`src/rtl/adc_sequencer.sv`:
```
// rtl/adc_sequencer.sv - SAR ADC start/done sequencer with block averaging and stuck-converter timeout
// Define ADC_SEQ_ROUND_EN for round-to-nearest, saturating averages; default truncates.
module adc_sequencer #(
  parameter int Bits    = 6,
  parameter int AvgLog2 = 2,
  parameter int Period  = 64,
  parameter int Timeout = 32
) (
  input  logic            clk,
  input  logic            reset,
  input  logic            enable,
  input  logic            done,
  input  logic [Bits-1:0] result,
  output logic            start,
  output logic [Bits-1:0] data,
  output logic            valid,
  output logic            busy,
  output logic            error
);

  localparam int AW = Bits + AvgLog2;
  localparam int CW = (AvgLog2 > 0) ? AvgLog2 : 1;
  localparam int PW = $clog2(Period + 1);
  localparam int TW = $clog2(Timeout + 1);

  localparam logic [PW-1:0] PLAST = PW'(Period - 1);
  localparam logic [TW-1:0] TLAST = TW'(Timeout - 1);
  localparam logic [CW-1:0] CLAST = CW'((1 << AvgLog2) - 1);

  typedef enum logic [2:0] {IDLE, START, WAIT_CLR, WAIT_DONE, HOLD} state_t;

  state_t          state, nxt;
  logic [AW-1:0]   acc;
  logic [AW-1:0]   sum;
  logic [CW-1:0]   cnt;
  logic [PW-1:0]   pcnt;
  logic [TW-1:0]   tcnt;
  logic            abort;
  logic            timeout;
  logic            capture;
  logic            discard;
  logic            last;
  logic            enter_start;
  logic [Bits-1:0] avg;

  assign sum         = acc + AW'(result);
  assign last        = (cnt == CLAST);
  assign capture     = (state == WAIT_DONE) && done;
  assign discard     = abort || !enable;
  assign enter_start = (nxt == START) && (state != START);
  assign timeout     = (((state == WAIT_CLR) && done) || ((state == WAIT_DONE) && !done))
                       && (tcnt == TLAST);

`ifdef ADC_SEQ_ROUND_EN
  localparam logic [AW:0] RND  = (AW+1)'((1 << AvgLog2) / 2);
  localparam logic [AW:0] DMAX = (AW+1)'((1 << Bits) - 1);
  logic [AW:0] rsum, rsh;
  assign rsum = {1'b0, sum} + RND;
  assign rsh  = rsum >> AvgLog2;
  assign avg  = (rsh > DMAX) ? '1 : Bits'(rsh);
`else
  assign avg = Bits'(sum >> AvgLog2);
`endif

  always_ff @(posedge clk or posedge reset) begin
    if (reset) state <= IDLE;
    else       state <= nxt;
  end

  always_comb begin
    nxt = state;
    case (state)
      IDLE:      if (enable && !error) nxt = START;
      START:     nxt = WAIT_CLR;
      WAIT_CLR:  if (!done) nxt = WAIT_DONE;
                 else if (timeout) nxt = IDLE;
      WAIT_DONE: if (done) nxt = discard ? IDLE : HOLD;
                 else if (timeout) nxt = IDLE;
      HOLD:      if (!enable) nxt = IDLE;
                 else if (pcnt == PLAST) nxt = START;
      default:   nxt = IDLE;
    endcase
  end

  always_comb begin
    start = (state == START);
    busy  = (state != IDLE);
  end

  // Timers saturate so long IDLE/HOLD stretches never wrap into a false expiry.
  always_ff @(posedge clk or posedge reset) begin
    if (reset) begin
      acc   <= '0;
      cnt   <= '0;
      pcnt  <= '0;
      tcnt  <= '0;
      abort <= 1'b0;
      error <= 1'b0;
      data  <= '0;
      valid <= 1'b0;
    end else begin
      valid <= 1'b0;

      if (state != nxt)      tcnt <= '0;
      else if (tcnt != TLAST) tcnt <= tcnt + 1'b1;

      if (enter_start)        pcnt <= '0;
      else if (pcnt != PLAST) pcnt <= pcnt + 1'b1;

      if (enter_start) abort <= 1'b0;
      else if (!enable && (state == START || state == WAIT_CLR || state == WAIT_DONE))
        abort <= 1'b1;

      if (timeout)      error <= 1'b1;
      else if (!enable) error <= 1'b0;

      // A block is only ever built from samples taken under one uninterrupted enable.
      if (timeout || (state == HOLD && !enable)) begin
        acc <= '0;
        cnt <= '0;
      end else if (capture) begin
        if (discard) begin
          acc <= '0;
          cnt <= '0;
        end else if (last) begin
          acc   <= '0;
          cnt   <= '0;
          data  <= avg;
          valid <= 1'b1;
        end else begin
          acc <= sum;
          cnt <= cnt + 1'b1;
        end
      end
    end
  end

endmodule

```
`config.mk`:
```
export PLATFORM = sky130hd
export DESIGN_NAME = adc_sequencer
export DESIGN_NICKNAME = d
export VERILOG_FILES = /design/src/rtl/adc_sequencer.sv
export SDC_FILE = /design/constraint.sdc
export NUM_CORES = 1
export LEC_CHECK = 0
export ABC_AREA = 1
export BUFFER_PORTS_ARGS = -buffer_cell sky130_fd_sc_hd__buf_2
export CAP_MARGIN = 15
export CORE_ASPECT_RATIO = 1.5
export CORE_UTILIZATION = 45
export CTS_CLUSTER_SIZE = 24
export DETAILED_ROUTE_END_ITERATION = 6
export PLACE_DENSITY = 0.73
export SKIP_CTS_REPAIR_TIMING = 1
export SLEW_MARGIN = 10
export SYNTH_ARGS = -nofsm -noshare
export SYNTH_HDL_FRONTEND = slang
export SYNTH_SLANG_ARGS = --single-unit
export TNS_END_PERCENT = 10
```
`constraint.sdc`:
```
create_clock -name clk -period 3.35 [get_ports clk]
set_input_delay 0 -clock clk [delete_from_list [all_inputs] [get_ports clk]]
set_output_delay 0 -clock clk [all_outputs]
set_load 0.01 [all_outputs]
```
==> results.py, run 1 <==
metrics = {
    "setup_path": {
        "crit_slowest_cell": "sky130_fd_sc_hd__fa_1",
        "cp-start-kind": "flop",
        "worst-path-stages": 8,
        "worstSetupPathType": "flop to flop",
        "critical_path.max_fanout": 3,
        "critical_path.max_stage_delay_ns": 0.44,
        "timing.critical_path.buf_inv": 1,
        "crit_top_cell": "sky130_fd_sc_hd__nand2_1",
        "crit_chain": "ha_1 > fa_1 > a21oi_1 > o21ai_0 > xor2_1 > inv_1 > nand2_1 > nand2_1",
        "worstPathRequired_ns": 3.53,
        "cpLargestDelayFamily": "adder cells",
        "critPathArrivalTime_ns": 1.92,
        "reg2regPathDepth": 8,
        "endpoint_kind": "flop",
    },
    "sta": {
        "finalHoldViolations": 1,
        "fin_crit_share_pct": 51.9,
        "max_slew_margin_pct": 70.5,
        "tns_ns": 0,
        "final.setup_skew_ns": 0.00291,
        "fin_hold_ws_ns": -0.0248,
        "timing.fmax_mhz": 575,
        "timing.final.setup_violations": 0,
        "final.min_clock_period_ns": 1.74,
        "final-max-slew-violation-count": 0,
        "rsz0062_at_grt": "no",
        "worst_slew_pin_slew_ns": 0.443,
    },
    "power": {
        "power_switching_share_pct": 41.0,
        "p_int_w": 0.000939,
        "share_comb_of_total_power_pct": 41.7,
        "seq_power_share_pct": 38.9,
        "leakagePower_nw": 1.24,
        "clk_network_pwr_share_pct": 19.4,
        "worst_ir_drop_vdd_mv": 0.415,
        "powerDensity_mw_per_mm2": 710,
        "p_total_w": 0.00159,
        "p_switching_w": 0.000653,
    },
    "clock_network": {
        "tritoncts": "done",
        "clk_pin_slew_worst_paths_ns": 0.07,
        "numClockSinks": 35,
        "htree_levels": 2,
        "clockBufferDepth": 2,
        "clock_latency_ns": 0.29,
        "cts-buffers-inserted": 5,
        "cts_root_buf": "sky130_fd_sc_hd__clkbuf_8",
    },
    "synthesis": {
        "ys_seq_elements": 35,
        "synthesis.area_per_instance_um2": 8.26,
        "post_synth_inst_count": 243,
        "warnings_from_yosys": 0,
        "synth_nets": 263,
        "synth.lib_cells_used.distinct": 32,
        "post_synthesis_cell_type_with_the_largest_combined_area": "sky130_fd_sc_hd__dfrtp_1",
        "yosysSeqAreaShare_pct": 43.6,
        "synth.area.top_cells": "sky130_fd_sc_hd__dfrtp_1, sky130_fd_sc_hd__nand2_1, sky130_fd_sc_hd__ha_1, sky130_fd_sc_hd__inv_1, sky130_fd_sc_hd__nand3_1",
        "syn-cell-area_mm2": 0.00201,
        "post-synth-top-area-fraction_pct": 43.6,
    },
    "hold_path": {
        "hold_depth": 3,
        "timing.hold.worst.class": "input port to flop",
    },
    "die": {
        "initial_utilization_pct": 47.3,
        "die_x_um": 56.5,
        "io_pins": 20,
        "placement_rows": 29,
        "floorplan.die_area_mm2": 0.00474,
        "floorplan.die.height_um": 83.8,
        "core-area_mm2": 0.00425,
    },
    "placement": {
        "numPortBuffers": 19,
        "dpl.hpwl_um": 2980,
        "post_dp_cell_area_mm2": 0.00214,
        "gp_congestion": 0.852,
    },
    "grt": {
        "grt_overflow": 0,
        "vias_in_the_first_global_route": 1558,
        "number_of_antenna_violations_at_the_first_check_in_global_routing": 0,
        "grt_first_pass_wirelength_um": 6720,
        "top_usage_layer": "met2",
        "use_met1_pct": 20.2,
        "grt_max_degree": 36,
        "track_usage_pct": 18.5,
        "grt_use_met2_pct": 32.6,
        "grt_use_met3_pct": 3.41,
    },
    "layout": {
        "fillCellCount": 416,
        "final_util_pct": 52.8,
        "area_added_between_synthesis_and_finish_pct": 11.7,
        "layout.cell_area.non_filler_mm2": 0.00224,
        "post_route_cells_drive_above_1_share_pct": 17.5,
        "most_frequent_standard_cell_in_the_layout_excluding_fill_and_tap_cells": "sky130_fd_sc_hd__nand2_1",
        "most-common-layout-cells": "sky130_fd_sc_hd__nand2_1, sky130_fd_sc_hd__dfrtp_1, sky130_fd_sc_hd__inv_1, sky130_fd_sc_hd__nand3_1, sky130_fd_sc_hd__buf_2",
        "num_antenna_cells": 0,
        "nNetsFinal": 289,
    },
    "drt": {
        "routedWlPerCell_um": 12.6,
        "detail_route.wirelength_um": 3980,
        "avgViaCountPerCell": 5.17,
        "total_via_count_after_detailed_routing": 1630,
        "drt_initial_violations": 43,
        "detail_route.first_pass.iterations": 4,
        "detail-route-antenna-nets": 0,
        "route.detailed.drc": 0,
    },
    "outcome": {
        "failed_checks": "hold timing",
        "outcome": "finished with violations",
    },
    "job": {
        "maxCapViolations": 0,
    },
}
## per-stage QoR
| stage | hold slack (ns) | std cells | setup WS (ns) |
|---|---|---|---|
| 6_report | -0.0248 | 315 | 1.61 |
| 5_1_grt | 0.00237 | 315 | 1.40 |
| 4_1_cts | -0.185 | 314 | 1.60 |
| 3_5_place_dp | 0.129 | 307 | 1.60 |
| 3_3_place_gp | 0.121 | 307 | 1.66 |
| 2_1_floorplan | 0.113 | 243 | 1.75 |
## worst reg2reg max path: cells and delay by family (launching register included)
family | cells | cell delay, ns
adder cells (fa/ha/maj) | 2 | 0.67
flip-flops | 1 | 0.39
AO/OA/AOI/OAI | 2 | 0.26
XOR/XNOR | 1 | 0.18
AND/OR/NAND/NOR | 2 | 0.09
buffers and inverters | 1 | 0.05
## logic make-up after synthesis
kind of cell,count (synthesis),synth area share (%)
simple gates,130,31.7
flops,35,43.6
compound gates,29,8.29
buf+inv,32,6.73
xor+xnor,7,3.05
fa+ha+maj,10,6.61
## layer usage
layer	part of all wire, %	vias up	wire length [um]
met1	42	743	1650
met5	0	-	0
met4	3.5	0	141
li1	-	856	-
met2	53	20	2090
met3	2.3	11	92
## power groups by stage
stage / Combinational (W) / Clock [W] / Sequential, W
floorplan: 0.000550 / 0 / 0.000601
global route: 0.000752 / 0.000334 / 0.000633
detailed placement: 0.000666 / 0 / 0.000626
global placement: 0.000650 / 0 / 0.000621
CTS: 0.000669 / 0.000318 / 0.000619
finish: 0.000664 / 0.000308 / 0.000620
## Yosys cell counts (all sizes together)
cell type  instances
nand4              6
a21o               1
buf                2
nor2              17
dfrtp             35
a21boi             1
o21ai             10
nor4               1
a22oi              1
nand3             20
xor2               4
ha                 9
inv               30
o21a               2
and3               1
nor3              11
xnor2              3
nand2             69
nand3b             3
or2                2
o31ai              1
fa                 1
a21oi             12
o211ai             1
## cell type report
class / instances / area, um2 / area share [%]
inverter: 30 / 113 / 5.02
clock buffer: 6 / 82.6 / 3.68
clock inverter: 1 / 5.00 / 0.223
tap: 46 / 57.6 / 2.57
multi-input combinational: 176 / 996 / 44.4
timing repair buffer: 21 / 113 / 5.02
sequential: 35 / 876 / 39.1
## flip-flops by register name, indices dropped and copies added, names as in the netlist
signal / flops
error: 1
data: 6
pcnt: 7
acc: 8
tcnt: 6
cnt: 2
valid: 1
abort: 1
state: 3
## path summary, 6_finish.rpt
path	startpoint	end	slack, ns
max	acc[0]	acc[4]	1.61
min	enable	error	-0.02
max reg2reg	acc[0]	acc[4]	1.61
min reg2reg	data[3]	data[3]	0.48
max in group asynchronous	reset	data[1]	2.68
min in group asynchronous	reset	pcnt[3]	0.36
Note: power is estimated with default switching activity, not from simulation.
==> run 2: changes to the inputs <==
--- a/config.mk
+++ b/config.mk
@@ -5,14 +5,14 @@
 export SDC_FILE = /design/constraint.sdc
 export NUM_CORES = 1
 export LEC_CHECK = 0
-export ABC_AREA = 1
+export ABC_AREA = 0
 export BUFFER_PORTS_ARGS = -buffer_cell sky130_fd_sc_hd__buf_2
 export CAP_MARGIN = 15
 export CORE_ASPECT_RATIO = 1.5
 export CORE_UTILIZATION = 45
 export CTS_CLUSTER_SIZE = 24
 export DETAILED_ROUTE_END_ITERATION = 6
-export PLACE_DENSITY = 0.73
+export PLACE_DENSITY = 0.76
 export SKIP_CTS_REPAIR_TIMING = 1
 export SLEW_MARGIN = 10
 export SYNTH_ARGS = -nofsm -noshare
==> constraint.sdc (replaced) <==
create_clock -name clk -period 1.5 [get_ports clk]
set_input_delay 0 -clock clk [delete_from_list [all_inputs] [get_ports clk]]
set_output_delay 0 -clock clk [all_outputs]
set_load 0.01 [all_outputs]
==> results.py, run 2 <==
metrics = {
    "drt": {
        "detail_route.first_pass.iterations": 4,
        "routedWlPerCell_um": 14.3,
        "detail_route.wirelength_um": 4160,
        "total_via_count_after_detailed_routing": 1598,
        "avgViaCountPerCell": 5.47,
        "drt_initial_violations": 20,
        "detail-route-antenna-nets": 0,
        "route.detailed.drc": 0,
    },
    "hold_path": {
        "timing.hold.worst.class": "input port to flop",
    },
    "synthesis": {
        "synth.lib_cells_used.distinct": 45,
        "synth_commonest_cells": "sky130_fd_sc_hd__dfrtp_1, sky130_fd_sc_hd__nor2_1, sky130_fd_sc_hd__o21ai_0, sky130_fd_sc_hd__nand2_1",
        "post_synth_inst_count": 183,
        "warnings_from_yosys": 0,
        "synthesis.area_per_instance_um2": 10.4,
        "top_flip_flop_cell_by_instance_count_after_synthesis": "sky130_fd_sc_hd__dfrtp_1",
        "syn-cell-area_mm2": 0.00190,
        "ys_seq_elements": 35,
        "post-synth-top-area-fraction_pct": 46.1,
        "yosysSeqAreaShare_pct": 46.1,
        "synth.most_common_cell": "sky130_fd_sc_hd__dfrtp_1",
        "post_synthesis_cell_type_with_the_largest_combined_area": "sky130_fd_sc_hd__dfrtp_1",
        "synth_edf_count": 0,
        "synth.area.top_cells": "sky130_fd_sc_hd__dfrtp_1, sky130_fd_sc_hd__ha_1, sky130_fd_sc_hd__o21ai_0, sky130_fd_sc_hd__nor2_1, sky130_fd_sc_hd__a22o_1",
        "synthArstFlopShare_pct": 100,
        "synth_nets": 203,
    },
    "grt": {
        "grt_overflow": 0,
        "track_usage_pct": 21.3,
        "grt_first_pass_wirelength_um": 6810,
        "number_of_antenna_violations_at_the_first_check_in_global_routing": 0,
        "grt_max_degree": 36,
        "vias_in_the_first_global_route": 1624,
    },
    "clock_network": {
        "htree_levels": 2,
        "cts_root_buf": "sky130_fd_sc_hd__clkbuf_8",
        "clock_latency_ns": 0.29,
        "numClockSinks": 35,
        "clockBufferDepth": 2,
        "clk_pin_slew_worst_paths_ns": 0.07,
        "cts-buffers-inserted": 5,
        "tritoncts": "done",
    },
    "layout": {
        "most_frequent_standard_cell_in_the_layout_excluding_fill_and_tap_cells": "sky130_fd_sc_hd__buf_4",
        "fillCellCount": 330,
        "seqCellArea_um2": 876,
        "num_antenna_cells": 0,
        "nNetsFinal": 266,
        "area_added_between_synthesis_and_finish_pct": 32.9,
        "largest_regs": "acc: 8 flops, pcnt: 7 flops",
        "flip_flop_count_of_the_largest_register_all_copies_and_words_added": 8,
        "most-common-layout-cells": "sky130_fd_sc_hd__buf_4, sky130_fd_sc_hd__dfrtp_1, sky130_fd_sc_hd__buf_2, sky130_fd_sc_hd__nor2_1, sky130_fd_sc_hd__o21ai_0",
        "multi_input_area_mm2": 0.00107,
        "post_route_cells_drive_above_1_share_pct": 37.7,
        "max_flop_register": "acc",
        "fin_cells": 292,
        "final_util_pct": 63.3,
        "layout.cell_area.non_filler_mm2": 0.00253,
    },
    "placement": {
        "dp.cells": 279,
        "gp_congestion": 0.801,
        "numPortBuffers": 19,
        "dpl.hpwl_um": 2970,
        "post_dp_cell_area_mm2": 0.00231,
    },
    "power": {
        "p_int_w": 0.00254,
        "clk_network_pwr_share_pct": 16.7,
        "seq_power_share_pct": 33.6,
        "worst_ir_drop_vdd_mv": 1.03,
        "power_switching_share_pct": 36.4,
        "p_switching_w": 0.00145,
        "powerDensity_mw_per_mm2": 1580,
        "leakagePower_nw": 1.28,
        "p_total_w": 0.00399,
        "share_comb_of_total_power_pct": 49.8,
    },
    "sta": {
        "rsz0062_at_grt": "yes",
        "final.min_clock_period_ns": 1.83,
        "final.setup_skew_ns": 0.00682,
        "max_slew_margin_pct": 70.1,
        "fin_crit_share_pct": 122,
        "timing.fmax_mhz": 545,
        "fin_hold_ws_ns": 0.00450,
        "worst_slew_pin_slew_ns": 0.448,
        "timing.final.setup_violations": 32,
        "final-max-slew-violation-count": 0,
        "final.setup.worst_slack_ns": -0.333,
        "finalHoldViolations": 0,
    },
    "setup_path": {
        "critical_path.max_fanout": 3,
        "critPathArrivalTime_ns": 2.01,
        "worstPathRequired_ns": 1.68,
        "endpoint_kind": "flop",
        "worstSetupPathType": "flop to flop",
        "cp-start-kind": "flop",
    },
    "die": {
        "initial_utilization_pct": 47.6,
        "die_x_um": 55.1,
        "floorplan.die.height_um": 81.6,
        "floorplan.die_area_mm2": 0.00449,
        "placement_rows": 28,
        "io_pins": 20,
        "core-area_mm2": 0.00399,
    },
    "outcome": {
        "failed_checks": "setup timing",
        "outcome": "finished with violations",
    },
    "job": {
        "maxCapViolations": 0,
    },
}
run 2: cell types whose count changed after synthesis, sizes merged, moves of 5 or more:
| cell | previous run | this run |
|---|---|---|
| nand3 | 20 | 8 |
| mux2 | 0 | 5 |
| nor3 | 11 | 3 |
| nand2 | 69 | 12 |
| a22o | 0 | 7 |
| o21ai | 10 | 16 |
| inv | 30 | 8 |
run 2: cells by family after synthesis:
| kind of cell | Yosys count | synth area share (%) |
|---|---|---|
| compound gates | 51 | 19.6 |
| xor+xnor | 9 | 4.15 |
| fa+ha+maj | 10 | 6.98 |
| buf+inv | 13 | 3.23 |
| flops | 35 | 46.1 |
| mux | 8 | 4.54 |
| simple gates | 57 | 15.4 |
run 2: layout make-up:
class / instances / area share (%)
clock inverter: 1 / 0.198
clock buffer: 7 / 3.02
timing repair buffer: 61 / 16.5
sequential: 35 / 34.7
multi-input combinational: 135 / 42.2
tap: 45 / 2.23
inverter: 8 / 1.19
run 2: worst max-delay path: stages, from the launching register on:
cell and delay, ns:
sky130_fd_sc_hd__dfrtp_1 0.42, sky130_fd_sc_hd__ha_1 0.29, sky130_fd_sc_hd__a21o_1 0.18, sky130_fd_sc_hd__a41oi_1 0.32
sky130_fd_sc_hd__nand2_1 0.09, sky130_fd_sc_hd__a2bb2oi_1 0.15, sky130_fd_sc_hd__mux2_2 0.26
run 2: path summary, 6_finish.rpt:
kind	slack (ns)	to	cells after the start	from
min in group asynchronous	0.36	data[5]	4	reset
setup reg to reg	-0.33	data[3]	6	acc[1]
hold reg to reg	0.49	data[5]	2	data[5]
setup / recovery	-0.33	data[3]	6	acc[1]
hold / removal	0.005	error	3	enable
max in group asynchronous	0.81	acc[0]	4	reset
run 2: power by group through the flow:
stage | clock network, W | logic [W] | registers, W
floorplan | 0 | 0.00111 | 0.00133
CTS | 0.000685 | 0.00178 | 0.00132
finish | 0.000664 | 0.00198 | 0.00134
global placement | 0 | 0.00172 | 0.00132
global route | 0.000725 | 0.00221 | 0.00137
detailed placement | 0 | 0.00177 | 0.00134
run 2: per-layer routing:
layer	GRT usage (%)	vias up	wire length (um)
met2	37.8	21	2240
met1	23.6	784	1740
met5	0	-	0
met4	8.00	0	80
met3	5.00	8	95
li1	-	785	-
run 2: through the flow:
step	worst slack (ns)	TNS, ns
CTS	-0.367	-8.04
finish	-0.333	-5.80
global placement	-0.293	-5.95
global route	-0.460	-8.45
detailed placement	-0.353	-7.62
floorplan	-0.232	-3.94
